==> src/rtl/ucak_pkg.sv <==
// Shared types and default constants for the boarding-gate controller.
//   durum_e : session state, encoded as reported on durum_o
//   *_VARSAYILAN : default parameter values of ucak_binis_kapi
package ucak_pkg;

    typedef enum logic [1:0] {
        StBosta   = 2'd0,
        StOncelik = 2'd1,
        StBinis   = 2'd2,
        StKalkis  = 2'd3
    } durum_e;

    localparam int unsigned KAPASITE_VARSAYILAN     = 50;
    localparam int unsigned KAPI_SAYISI_VARSAYILAN  = 4;
    localparam int unsigned ONCELIK_SURE_VARSAYILAN = 16;
    localparam int unsigned ZAMAN_ASIMI_VARSAYILAN  = 1000;

endpackage

==> src/rtl/rr_hakem.sv <==
// Round-robin arbiter.
//   clk_i, rst_ni : clock, asynchronous active-low reset
//   istek_i       : request vector, one bit per gate
//   izin_en_i     : when high, a grant moves the pointer past the granted gate
//   izin_o        : one-hot grant (zero when nothing is requested)
// The pointer names the gate with highest priority; it starts at gate 0.
module rr_hakem #(
    parameter int unsigned KAPI_SAYISI = 4
) (
    input  logic                   clk_i,
    input  logic                   rst_ni,
    input  logic [KAPI_SAYISI-1:0] istek_i,
    input  logic                   izin_en_i,
    output logic [KAPI_SAYISI-1:0] izin_o
);

    localparam int unsigned PtrW = (KAPI_SAYISI > 1) ? $clog2(KAPI_SAYISI) : 1;

    logic [PtrW-1:0] ptr_q, ptr_d;
    logic [PtrW-1:0] idx;
    int unsigned     aday;
    logic            bulundu;

    // Scan gates starting at the pointer; the first requester wins.
    always_comb begin
        izin_o  = '0;
        ptr_d   = ptr_q;
        bulundu = 1'b0;
        aday    = 0;
        idx     = '0;
        for (int unsigned i = 0; i < KAPI_SAYISI; i++) begin
            aday = (32'(ptr_q) + i) % KAPI_SAYISI;
            idx  = PtrW'(aday);
            if (!bulundu && istek_i[idx]) begin
                bulundu     = 1'b1;
                izin_o[idx] = 1'b1;
                if (izin_en_i) begin
                    ptr_d = PtrW'((aday + 1) % KAPI_SAYISI);
                end
            end
        end
    end

    always_ff @(posedge clk_i or negedge rst_ni) begin
        if (!rst_ni) begin
            ptr_q <= '0;
        end else begin
            ptr_q <= ptr_d;
        end
    end

endmodule

==> src/rtl/ucak_binis_kapi.sv <==
// Aircraft boarding-gate controller.
//   saat_i, reset_ni        : clock, asynchronous active-low reset
//   basla_i, iptal_i        : start a session / abort to idle (abort dominates)
//   yolcu_gecerli_i         : per-gate passenger present
//   g_kimlik_i              : per-gate ID valid
//   oncelikli_i             : per-gate priority passenger
//   yolcu_kabul_o / _red_o  : one-hot accept / reject of the granted gate (combinational)
//   yolcu_sayisi_o          : boarded count, saturates at KAPASITE
//   kalkis_o, bitti_o       : departure level, one-cycle pulse on departure entry
//   durum_o                 : current state
module ucak_binis_kapi
    import ucak_pkg::*;
#(
    parameter int unsigned KAPASITE     = KAPASITE_VARSAYILAN,
    parameter int unsigned KAPI_SAYISI  = KAPI_SAYISI_VARSAYILAN,
    parameter int unsigned ONCELIK_SURE = ONCELIK_SURE_VARSAYILAN,
    parameter int unsigned ZAMAN_ASIMI  = ZAMAN_ASIMI_VARSAYILAN,
    localparam int unsigned SAYAC_W     = $clog2(KAPASITE + 1)
) (
    input  logic                   saat_i,
    input  logic                   reset_ni,
    input  logic                   basla_i,
    input  logic                   iptal_i,
    input  logic [KAPI_SAYISI-1:0] yolcu_gecerli_i,
    input  logic [KAPI_SAYISI-1:0] g_kimlik_i,
    input  logic [KAPI_SAYISI-1:0] oncelikli_i,
    output logic [KAPI_SAYISI-1:0] yolcu_kabul_o,
    output logic [KAPI_SAYISI-1:0] yolcu_red_o,
    output logic [SAYAC_W-1:0]     yolcu_sayisi_o,
    output logic                   kalkis_o,
    output logic                   bitti_o,
    output logic [1:0]             durum_o
);

    localparam int unsigned OncW  = $clog2(ONCELIK_SURE + 1);
    localparam int unsigned AsimW = $clog2(ZAMAN_ASIMI + 1);

    durum_e             durum_q, durum_d;
    logic [SAYAC_W-1:0] sayi_q, sayi_d;
    logic [OncW-1:0]    onc_q, onc_d;
    logic [AsimW-1:0]   asim_q, asim_d;
    logic               bitti_q, bitti_d;

    logic [KAPI_SAYISI-1:0] istek, izin;
    logic                   dolu, kabul_var, son_yolcu;

    // Abort suppresses every grant so the pointer does not move either.
    always_comb begin
        istek = '0;
        if (!iptal_i) begin
            unique case (durum_q)
                StOncelik: istek = yolcu_gecerli_i & oncelikli_i;
                StBinis:   istek = yolcu_gecerli_i;
                default:   istek = '0;
            endcase
        end
    end

    rr_hakem #(
        .KAPI_SAYISI(KAPI_SAYISI)
    ) u_hakem (
        .clk_i    (saat_i),
        .rst_ni   (reset_ni),
        .istek_i  (istek),
        .izin_en_i(|istek),
        .izin_o   (izin)
    );

    assign dolu          = (sayi_q >= SAYAC_W'(KAPASITE));
    assign yolcu_kabul_o = izin & g_kimlik_i & {KAPI_SAYISI{!dolu}};
    assign yolcu_red_o   = izin & ~g_kimlik_i;
    assign kabul_var     = |yolcu_kabul_o;
    assign son_yolcu     = kabul_var && (sayi_q == SAYAC_W'(KAPASITE - 1));

    always_comb begin
        durum_d = durum_q;
        sayi_d  = sayi_q;
        onc_d   = onc_q;
        asim_d  = asim_q;
        if (iptal_i) begin
            durum_d = StBosta;
            sayi_d  = '0;
            onc_d   = '0;
            asim_d  = '0;
        end else begin
            unique case (durum_q)
                StBosta, StKalkis: begin
                    if (basla_i) begin
                        durum_d = StOncelik;
                        sayi_d  = '0;
                        onc_d   = '0;
                        asim_d  = '0;
                    end
                end
                StOncelik: begin
                    onc_d = onc_q + OncW'(1);
                    if (kabul_var) begin
                        sayi_d = sayi_q + SAYAC_W'(1);
                    end
                    if (son_yolcu) begin
                        durum_d = StKalkis;
                    end else if (onc_q == OncW'(ONCELIK_SURE - 1)) begin
                        durum_d = StBinis;
                        asim_d  = '0;
                    end
                end
                StBinis: begin
                    if (kabul_var) begin
                        sayi_d = sayi_q + SAYAC_W'(1);
                        asim_d = '0;
                    end else begin
                        asim_d = asim_q + AsimW'(1);
                    end
                    if (son_yolcu) begin
                        durum_d = StKalkis;
                    end else if (!kabul_var && asim_q == AsimW'(ZAMAN_ASIMI - 1)) begin
                        durum_d = StKalkis;
                    end
                end
                default: durum_d = StBosta;
            endcase
        end
        bitti_d = (durum_d == StKalkis) && (durum_q != StKalkis);
    end

    always_ff @(posedge saat_i or negedge reset_ni) begin
        if (!reset_ni) begin
            durum_q <= StBosta;
            sayi_q  <= '0;
            onc_q   <= '0;
            asim_q  <= '0;
            bitti_q <= 1'b0;
        end else begin
            durum_q <= durum_d;
            sayi_q  <= sayi_d;
            onc_q   <= onc_d;
            asim_q  <= asim_d;
            bitti_q <= bitti_d;
        end
    end

    assign yolcu_sayisi_o = sayi_q;
    assign kalkis_o       = (durum_q == StKalkis);
    assign bitti_o        = bitti_q;
    assign durum_o        = durum_q;

endmodule

==> config.mk <==
export PLATFORM = sky130hd
export DESIGN_NAME = ucak_binis_kapi
export DESIGN_NICKNAME = d
export VERILOG_FILES = /design/src/rtl/ucak_pkg.sv /design/src/rtl/rr_hakem.sv /design/src/rtl/ucak_binis_kapi.sv
export SDC_FILE = /design/constraint.sdc
export NUM_CORES = 1
export LEC_CHECK = 0
export BUFFER_PORTS_ARGS = -buffer_cell sky130_fd_sc_hd__buf_2
export CORE_MARGIN = 5
export CORE_UTILIZATION = 58
export CTS_CLUSTER_DIAMETER = 100
export CTS_CLUSTER_SIZE = 16
export DETAILED_ROUTE_END_ITERATION = 7
export GPL_ROUTABILITY_DRIVEN = 0
export PLACE_DENSITY = 0.88
export SLEW_MARGIN = 25
export SYNTH_ARGS = -nofsm -noshare
export SYNTH_HDL_FRONTEND = slang
export SYNTH_SLANG_ARGS = --single-unit
==> constraint.sdc <==
create_clock -name saat_i -period 4.8 [get_ports saat_i]
set_clock_uncertainty 0.05 [all_clocks]
set_input_delay 0.24 -clock saat_i [delete_from_list [all_inputs] [get_ports saat_i]]
set_output_delay 0.24 -clock saat_i [all_outputs]
set_load 0.01 [all_outputs]
Yosys cells after proc, flatten, opt, wreduce, memory -nomap -nowiden
Cells that the tools add are included.

word-level totals
  register bits = 26
  bits in latches = 0
  RAM bits = 0
  memory bits (read-only) = 0
  input bits = 16
  output and inout port bits = 18
  word-level logic and storage cells = 121
  memories kept = 0

cells by class
  $add $sub $neg = 9
  multipliers = 0
  div/mod/pow operators = 0
  order comparisons = 9
  equality and inequality tests = 12
  shift operators = 0
  muxes and demuxes = 53
  bitwise gates (word level) = 8
  reduce and logical (&&, ||, !) cells = 24

operators with widths
  cell                   number
  $mux 10                5
  $pmux 10 s3            1
  $mux 2                 14
  $mux 4                 5
  $mux 6                 3
  $and 4x4->4            4
  $lt 2x3->1 const B     4
  $or 4x4->4             3
  $pmux 6 s2             1
  $mux 1                 11
  $add 10x1->10 const B  1
  $eq 10x10->1 const B   1
  $logic_and 1x1->1      10
  $mux 5                 2
  $pmux 5 s2             1
  $ne 3x3->1 const B     3
  $add 2x1->2 const B    4
  $bmux 1 s2             4
  $demux 1 s2            4
  $ge 2x1->1 const B     4
  $pmux 4 s2             1
  $reduce_or 4->1        2
  $add 6x1->6 const B    1
  $eq 2x2->1 const B     3
  16 further kinds       23

Longest topological paths before layout
  word-level depth = 26
  depth in mapped cells = 16
  mapped depth without buffers = 11

Modules after synthesis
Synthesis repeated with hierarchy kept, for this count alone.

second synthesis, totals
  cell total of the unflattened synthesis = 254
  area, all modules = 2243.4 µm²

modules (own cells, without submodules)
  module           instances  cells an instance  area an instance (µm²)  seq. area each (µm²)
  ucak_binis_kapi  1          201                1709.1                  600.6
  rr_hakem         1          53                 534.3                   50.0

Worst setup path after synthesis
Ideal clock, no wire load.

  path type = reg2reg
  from = register durum_q[0], in the netlist durum_o[0]
  to = register asim_q[0]
  setup time = 0.080 ns
  arrival = 3.835 ns
  data required time = 4.670 ns
  setup slack = 0.835 ns
  cell stages (with the launch flop) = 17
  buffers on the path = 5
  clock period less this slack = 3.965 ns
  cells stage by stage = dfrtp_1 > inv_1 > ha_1 > nor2_2 > buf_6 > nand3_1 > mux4_2 > buf_6 > mux2i_1 > a31oi_1 > or4_1 > buf_2 > or3b_1 > buf_2 > nand2b_4 > buf_6 > mux2i_4

on the way
  cells in the longest elaborated chain, start to end = 21
  elaborated cells between the ends (all ways) = 42
  classes of those cells = eq/ne (6); mux (20); bitwise (5); reduce/logical (11)

RTL lines
  element                                              line                                           source
  start: declaration                                   ucak_binis_kapi.sv:38                          durum_e durum_q, durum_d;
  start signal: assignment                             ucak_binis_kapi.sv:128                         durum_q <= StBosta;
  start signal: assignment                             ucak_binis_kapi.sv:134                         durum_q <= durum_d;
  $eq 2x2->1 / $eq 2x1->1 (equally long branches)      ucak_binis_kapi.sv:51                          unique case (durum_q)
  $pmux 4 s2 *                                         ucak_binis_kapi.sv:51
  $mux 4 *                                             ucak_binis_kapi.sv:50                          if (!iptal_i) begin
  $bmux 1 s2                                           rr_hakem.sv:34                                 if (!bulundu && istek_i[idx]) begin
  $mux 1 (implied by the code)                         rr_hakem.sv:34
  $mux 1                                               rr_hakem.sv:34
  $logic_not 1->1                                      rr_hakem.sv:34
  $logic_and 1x1->1                                    rr_hakem.sv:34
  [5 not listed]                                       n/a
  $logic_and 1x1->1                                    rr_hakem.sv:34
  $mux 4 *                                             rr_hakem.sv:34
  $and 4x4->4 * (2 in series)                          ucak_binis_kapi.sv:70                          assign yolcu_kabul_o = izin & g_kimlik_i & {KAPI_SAYISI{!dolu}};
  net yolcu_kabul_o[0]                                 ucak_binis_kapi.sv:27                          output logic [KAPI_SAYISI-1:0] yolcu_kabul_o,
  $reduce_or 4->1 *                                    ucak_binis_kapi.sv:72                          assign kabul_var = |yolcu_kabul_o;
  $mux 10 / $logic_and 1x1->1 (equally long branches)  ucak_binis_kapi.sv:108, ucak_binis_kapi.sv:73
  $pmux 10 s3 / $ne 3x3->1 (equally long branches)     n/a
  $mux 10 / $reduce_and 3->1 (equally long branches)   n/a
  end signal: assignment                               ucak_binis_kapi.sv:137                         asim_q <= asim_d;
  end: declaration                                     ucak_binis_kapi.sv:41                          logic [AsimW-1:0] asim_q, asim_d;

Mark *: on every way through the listed nets, which the timed path passes. The rest lies on a longest branch. The select of a mux whose other input is x is not followed.
A chain may end at the register's enable or synchronous reset.

Final worst setup path
  from = register durum_q[0], in the netlist durum_o[0]
  to = register asim_q[0]

on the way
  cells in the longest elaborated chain, start to end = 21
  elaborated cells between the ends (all ways) = 42
  classes of those cells = eq/ne (6); mux (20); bitwise (5); reduce/logical (11)

RTL lines
  element                                              line
  $eq 2x2->1 / $eq 2x1->1 (equally long branches)      ucak_binis_kapi.sv:51, ucak_binis_kapi.sv:86
  $pmux 4 s2                                           ucak_binis_kapi.sv:51
  $mux 4                                               ucak_binis_kapi.sv:50
  $bmux 1 s2                                           rr_hakem.sv:34
  $mux 1 (implied by the code)                         rr_hakem.sv:34
  $mux 1                                               rr_hakem.sv:34
  $logic_not 1->1                                      rr_hakem.sv:34
  $logic_and 1x1->1                                    rr_hakem.sv:34
  [4 not listed]                                       n/a
  $logic_not 1->1                                      rr_hakem.sv:34
  $logic_and 1x1->1                                    rr_hakem.sv:34
  $mux 4                                               rr_hakem.sv:34
  $and 4x4->4 (2 in series)                            ucak_binis_kapi.sv:70
  $reduce_or 4->1                                      ucak_binis_kapi.sv:72
  $mux 10 / $logic_and 1x1->1 (equally long branches)  ucak_binis_kapi.sv:108, ucak_binis_kapi.sv:73
  $pmux 10 s3 / $ne 3x3->1 (equally long branches)     n/a
  $mux 10 / $reduce_and 3->1 (equally long branches)   n/a

Parallel ways exist; a longest one is shown, timed or not. The select of a mux whose other input is x is not followed.

==> flow_results.org <==
** Run status
- The run finished with clean final reports.

** STA
- Slew HR :: roughly 52%
- The final count of pins violating max slew came to 0.
- For the finished layout, the period the worst path requires is 4.20 ns.
- Final hold viol count :: 0
- Final Cycle Share :: 87.6%
- Timing would allow up to between 0.2 and 0.25 GHz.
- Total Negative Setup Slacks :: 0 ns
- Final setup violation count :: 0
- Setup repair after global routing left no endpoint under its margin.
- Actual transition at the worst max-transition pin :: around 0.72 ns

** Floorplan
- Die outline height :: 73.5 um
- In this run the horizontal extent of the chip is 73.5 um.
- The floorplan step defined a die boundary enclosing 5400 um2.
- After floorplanning, the core was sized to cover 3940 um2.
- For this configuration, the core starts out at a cell density of 59.3%.
- Site Rows :: 23
- 34 I/O pins were placed.

** Pwr
- Reported net switching power :: between 0.4 and 0.5 mW
- The internal portion of the total power is 0.562 mW.
- Combinational share of power :: 52.7%
- Worst IR drop on VDD :: 0.000382 V
- The share of total power dissipated in sequential elements is 29.4%.
- P_leak :: ~1.2 nW
- Dividing total power by cell area gives a power density of 395 nW/um2.
- In this run, the clock network consumes 17.9% of the power.
- Switching part of the total power :: between 40% and 50%

** Clocking
- Clock-pin slew was measured on the worst setup and hold paths at ~0.1 ns.
- Total of cells resized after clock tree synthesis :: 0
- CTS sink cnt :: 26
- Number of buffers on the longest clock path :: 2
- Number of buffers inserted by post-CTS setup repair :: 0
- Clk_lat worst skew :: 0.28 ns
- Number of H-tree levels :: 1
- The root buffer cell chosen for the clock tree is sky130_fd_sc_hd__clkbuf_8.
- The number of clock buffers added by TritonCTS is 3.
- The number of hold buffers added after CTS was 1.
- TritonCTS built the clock tree.

** Critical path
- Reg-to-Reg Start :: durum_o[0]$_DFF_PN0_
- Cell Chain, Critical Path :: inv_1, ha_1, nor2_2, nand3_1, mux4_2, mux2i_1, a31oi_1, or4_1, or3b_1, nand2b_4, mux2i_4
- Across all register-to-register paths, the minimum setup slack is ~0.60 ns.
- STA classifies the critical path endpoint as a flop.
- Required time reported for the critical path endpoint :: 4.96 ns
- For the worst flop-to-flop path, the logic depth is 11.
- The slowest stage of the critical path is the sky130_fd_sc_hd__or4_1 cell.
- STA classifies the critical path startpoint as a flop.
- The worst register-to-register path ends at asim_q[0]$_DFFE_PN0P_.
- Along the worst path, the maximum fanout reaches 10.
- Arrival time worst endpoint :: 4.36 ns
- The worst setup path is of the flop to flop kind.
- Highest cell delay on the worst timing path :: 0.69 ns

** Finish
- Final antenna diode count :: 0
- The top cell types in the final layout, fill and taps aside, are 33 x sky130_fd_sc_hd__buf_2, 26 x sky130_fd_sc_hd__dfrtp_1, 20 x sky130_fd_sc_hd__nand2_1.
- The library cell used most frequently in the layout, excluding fill and tap cells, is sky130_fd_sc_hd__buf_2.
- The area growth from synthesis to layout is 10.5%.
- Number of nets in the finished design :: between 300 and 400
- In the final layout, the share of cells above drive strength 1 is 18.9%.
- Cell area after layout :: 2580 um2

** Routing
- Once detail routing completed, the nets flagged for antenna violations numbered 0.
- The first TritonRoute pass finished after 5 iterations.
- Across all layers, the routed design uses 2179 vias.
- For this run, design rule violations remaining after detail routing come to 0.
- Summed over all layers, the routed wires come to 5.39 mm.
- Number of DRC markers in iteration 0 :: 230
- After detailed routing, the average wire length per cell comes to 15.8 um.
- Using the TritonRoute via totals, the vias-per-cell ratio works out to 6.39.

** Place
- In this run the cell area measured after placement is 2500 um2.
- Detailed placer's ending HPWL :: 3.97 mm
- Number of buffers inserted by port buffering :: 33

** Synthesis
- The largest total area in the synthesized netlist belongs to sky130_fd_sc_hd__dfrtp_1.
- After synthesis, the share of flip-flops with an asynchronous set or reset is 100%.
- The mapped netlist covers about 2300 um2.
- Flop and latch count out of synthesis :: 26
- Counting every net in the synthesized netlist gives 299.
- The most used flip-flop cell after synthesis is sky130_fd_sc_hd__dfrtp_1.
- Yosys attributes the largest share of cell area to sky130_fd_sc_hd__dfrtp_1 28%, sky130_fd_sc_hd__ha_1 9.6%, sky130_fd_sc_hd__o2bb2ai_2 5.1%.
- For this run, the number of Yosys warnings is 0.
- Count of flip-flops with a built-in enable after synthesis :: 0
- Portion of synthesized cell area occupied by the leading cell type :: 27.8%
- After synthesis, flip-flops and latches occupy 27.8% of the total area.
- Counting distinct cell types in the post-synthesis netlist gives 49.
- Synthesis produced 265 cells.
- Average cell area after synthesis :: 8.82 um2

** Global routing
- Overall fraction of global-route tracks in use :: 20.6%
- The first global-routing pass estimated about 9 mm of wire.
- Initial antenna violation count :: 0
- Pin count of the biggest net entering global routing :: 27
- Global routing finished with a remaining overflow of 0.
- Via count of the first global-routing pass :: 2075

** Min path
- The min-delay analysis places its worst path in the category input port to flop.
- For hold timing, the worst endpoint is yolcu_sayisi_o[5]$_DFFE_PN0P_.
- Worst Hold Depth :: 3
- Hold path startpoint :: basla_i

** Flow run
- The tool flagged a number of max-cap violations equal to 0.
registers in the layout, indices dropped and copies added (netlist names):
register        cells
durum_o             2
yolcu_sayisi_o      6
u_hakem.ptr_q       2
asim_q             10
onc_q               5
bitti_o             1
critical path, delay by kind of cell, from the launching register on:
| kind | cells | cell delay, ns |
|---|---|---|
| compound gates | 1 | 0.13 |
| mux | 3 | 1.05 |
| fa+ha+maj | 1 | 0.33 |
| flops | 1 | 0.50 |
| buf+inv | 1 | 0.11 |
| simple gates | 5 | 1.96 |
synth_stat cells, types with 7 or more instances:
library cell / number
sky130_fd_sc_hd__dfrtp_1: 26
sky130_fd_sc_hd__nand2_1: 20
sky130_fd_sc_hd__nor2_1: 19
sky130_fd_sc_hd__ha_1: 18
sky130_fd_sc_hd__o21ai_0: 16
sky130_fd_sc_hd__and3_1: 13
sky130_fd_sc_hd__inv_1: 12
sky130_fd_sc_hd__a21oi_1: 10
sky130_fd_sc_hd__nand3_1: 10
sky130_fd_sc_hd__nand2b_1: 9
sky130_fd_sc_hd__a31oi_1: 8
sky130_fd_sc_hd__nand4_1: 8
sky130_fd_sc_hd__o2bb2ai_2: 8
sky130_fd_sc_hd__mux2i_1: 7
cell families (layout without fill, tap and decap cells):
| group | after synthesis | in the layout | share of synthesized area (%) |
|---|---|---|---|
| DFF | 26 | 26 | 27.8 |
| and+or+nand+nor | 100 | 100 | 22.8 |
| adders and majority gates | 18 | 18 | 9.63 |
| buffers and inverters | 27 | 53 | 5.62 |
| muxes | 12 | 12 | 7.33 |
| AOI/OAI and AO/OA | 78 | 78 | 25.3 |
| xor gates and xnor gates | 4 | 4 | 1.50 |
layer usage:
metal  global-route usage [%]  vias to the layer above  wire length (um)
met5                        0                        -                 0
met4                     6.64                        0                88
met3                     2.05                       11               398
met2                     33.3                       85              2560
met1                     28.9                     1027              2340
li1                         -                     1056                 -
worst max path at each step:
stage | start | endpoint | slack, ns | depth (start not counted)
final | durum_o[0]$_DFF_PN0_ | asim_q[0]$_DFFE_PN0P_ | 0.60 | 11
after global routing | u_hakem.ptr_q[0]$_DFFE_PN0P_ | asim_q[9]$_DFFE_PN0P_ | 0.36 | 10
after CTS | durum_o[0]$_DFF_PN0_ | asim_q[0]$_DFFE_PN0P_ | 0.61 | 11
after detailed placement | durum_o[0]$_DFF_PN0_ | asim_q[0]$_DFFE_PN0P_ | 0.66 | 11
after global placement | durum_o[0]$_DFF_PN0_ | asim_q[0]$_DFFE_PN0P_ | 0.73 | 11
after floorplan | durum_o[0]$_DFF_PN0_ | asim_q[0]$_DFFE_PN0P_ | 0.84 | 16
power groups by stage:
stage	combinational [mW]	sequential, mW	clock, mW
after floorplan	0.419	0.286	0
after global routing	0.588	0.306	0.193
final	0.538	0.300	0.182
after global placement	0.514	0.301	0
after detailed placement	0.522	0.303	0
after CTS	0.528	0.299	0.185
through the flow:
step,hold WS (ns),power [mW],setup WS [ns],instances,util [%]
2_1_floorplan,-0.106,0.705,0.835,265,-
3_3_place_gp,0.221,0.815,0.725,336,63.5
3_5_place_dp,0.221,0.825,0.661,336,63.5
4_1_cts,0.246,1.01,0.612,341,65.5
5_1_grt,0.277,1.09,0.362,341,65.5
6_report,0.250,1.02,0.595,341,65.5
layout make-up:
class	count	area, um2
Tap cell	50	62.6
Sequential cell	26	651
Clock buffer	3	41.3
Inverter	12	45.0
Multi-Input combinational cell	212	1560
Timing Repair Buffer	37	198
Fill cell	303	1360
Clock inverter	1	30.0
(Power assumes the default switching activity.)
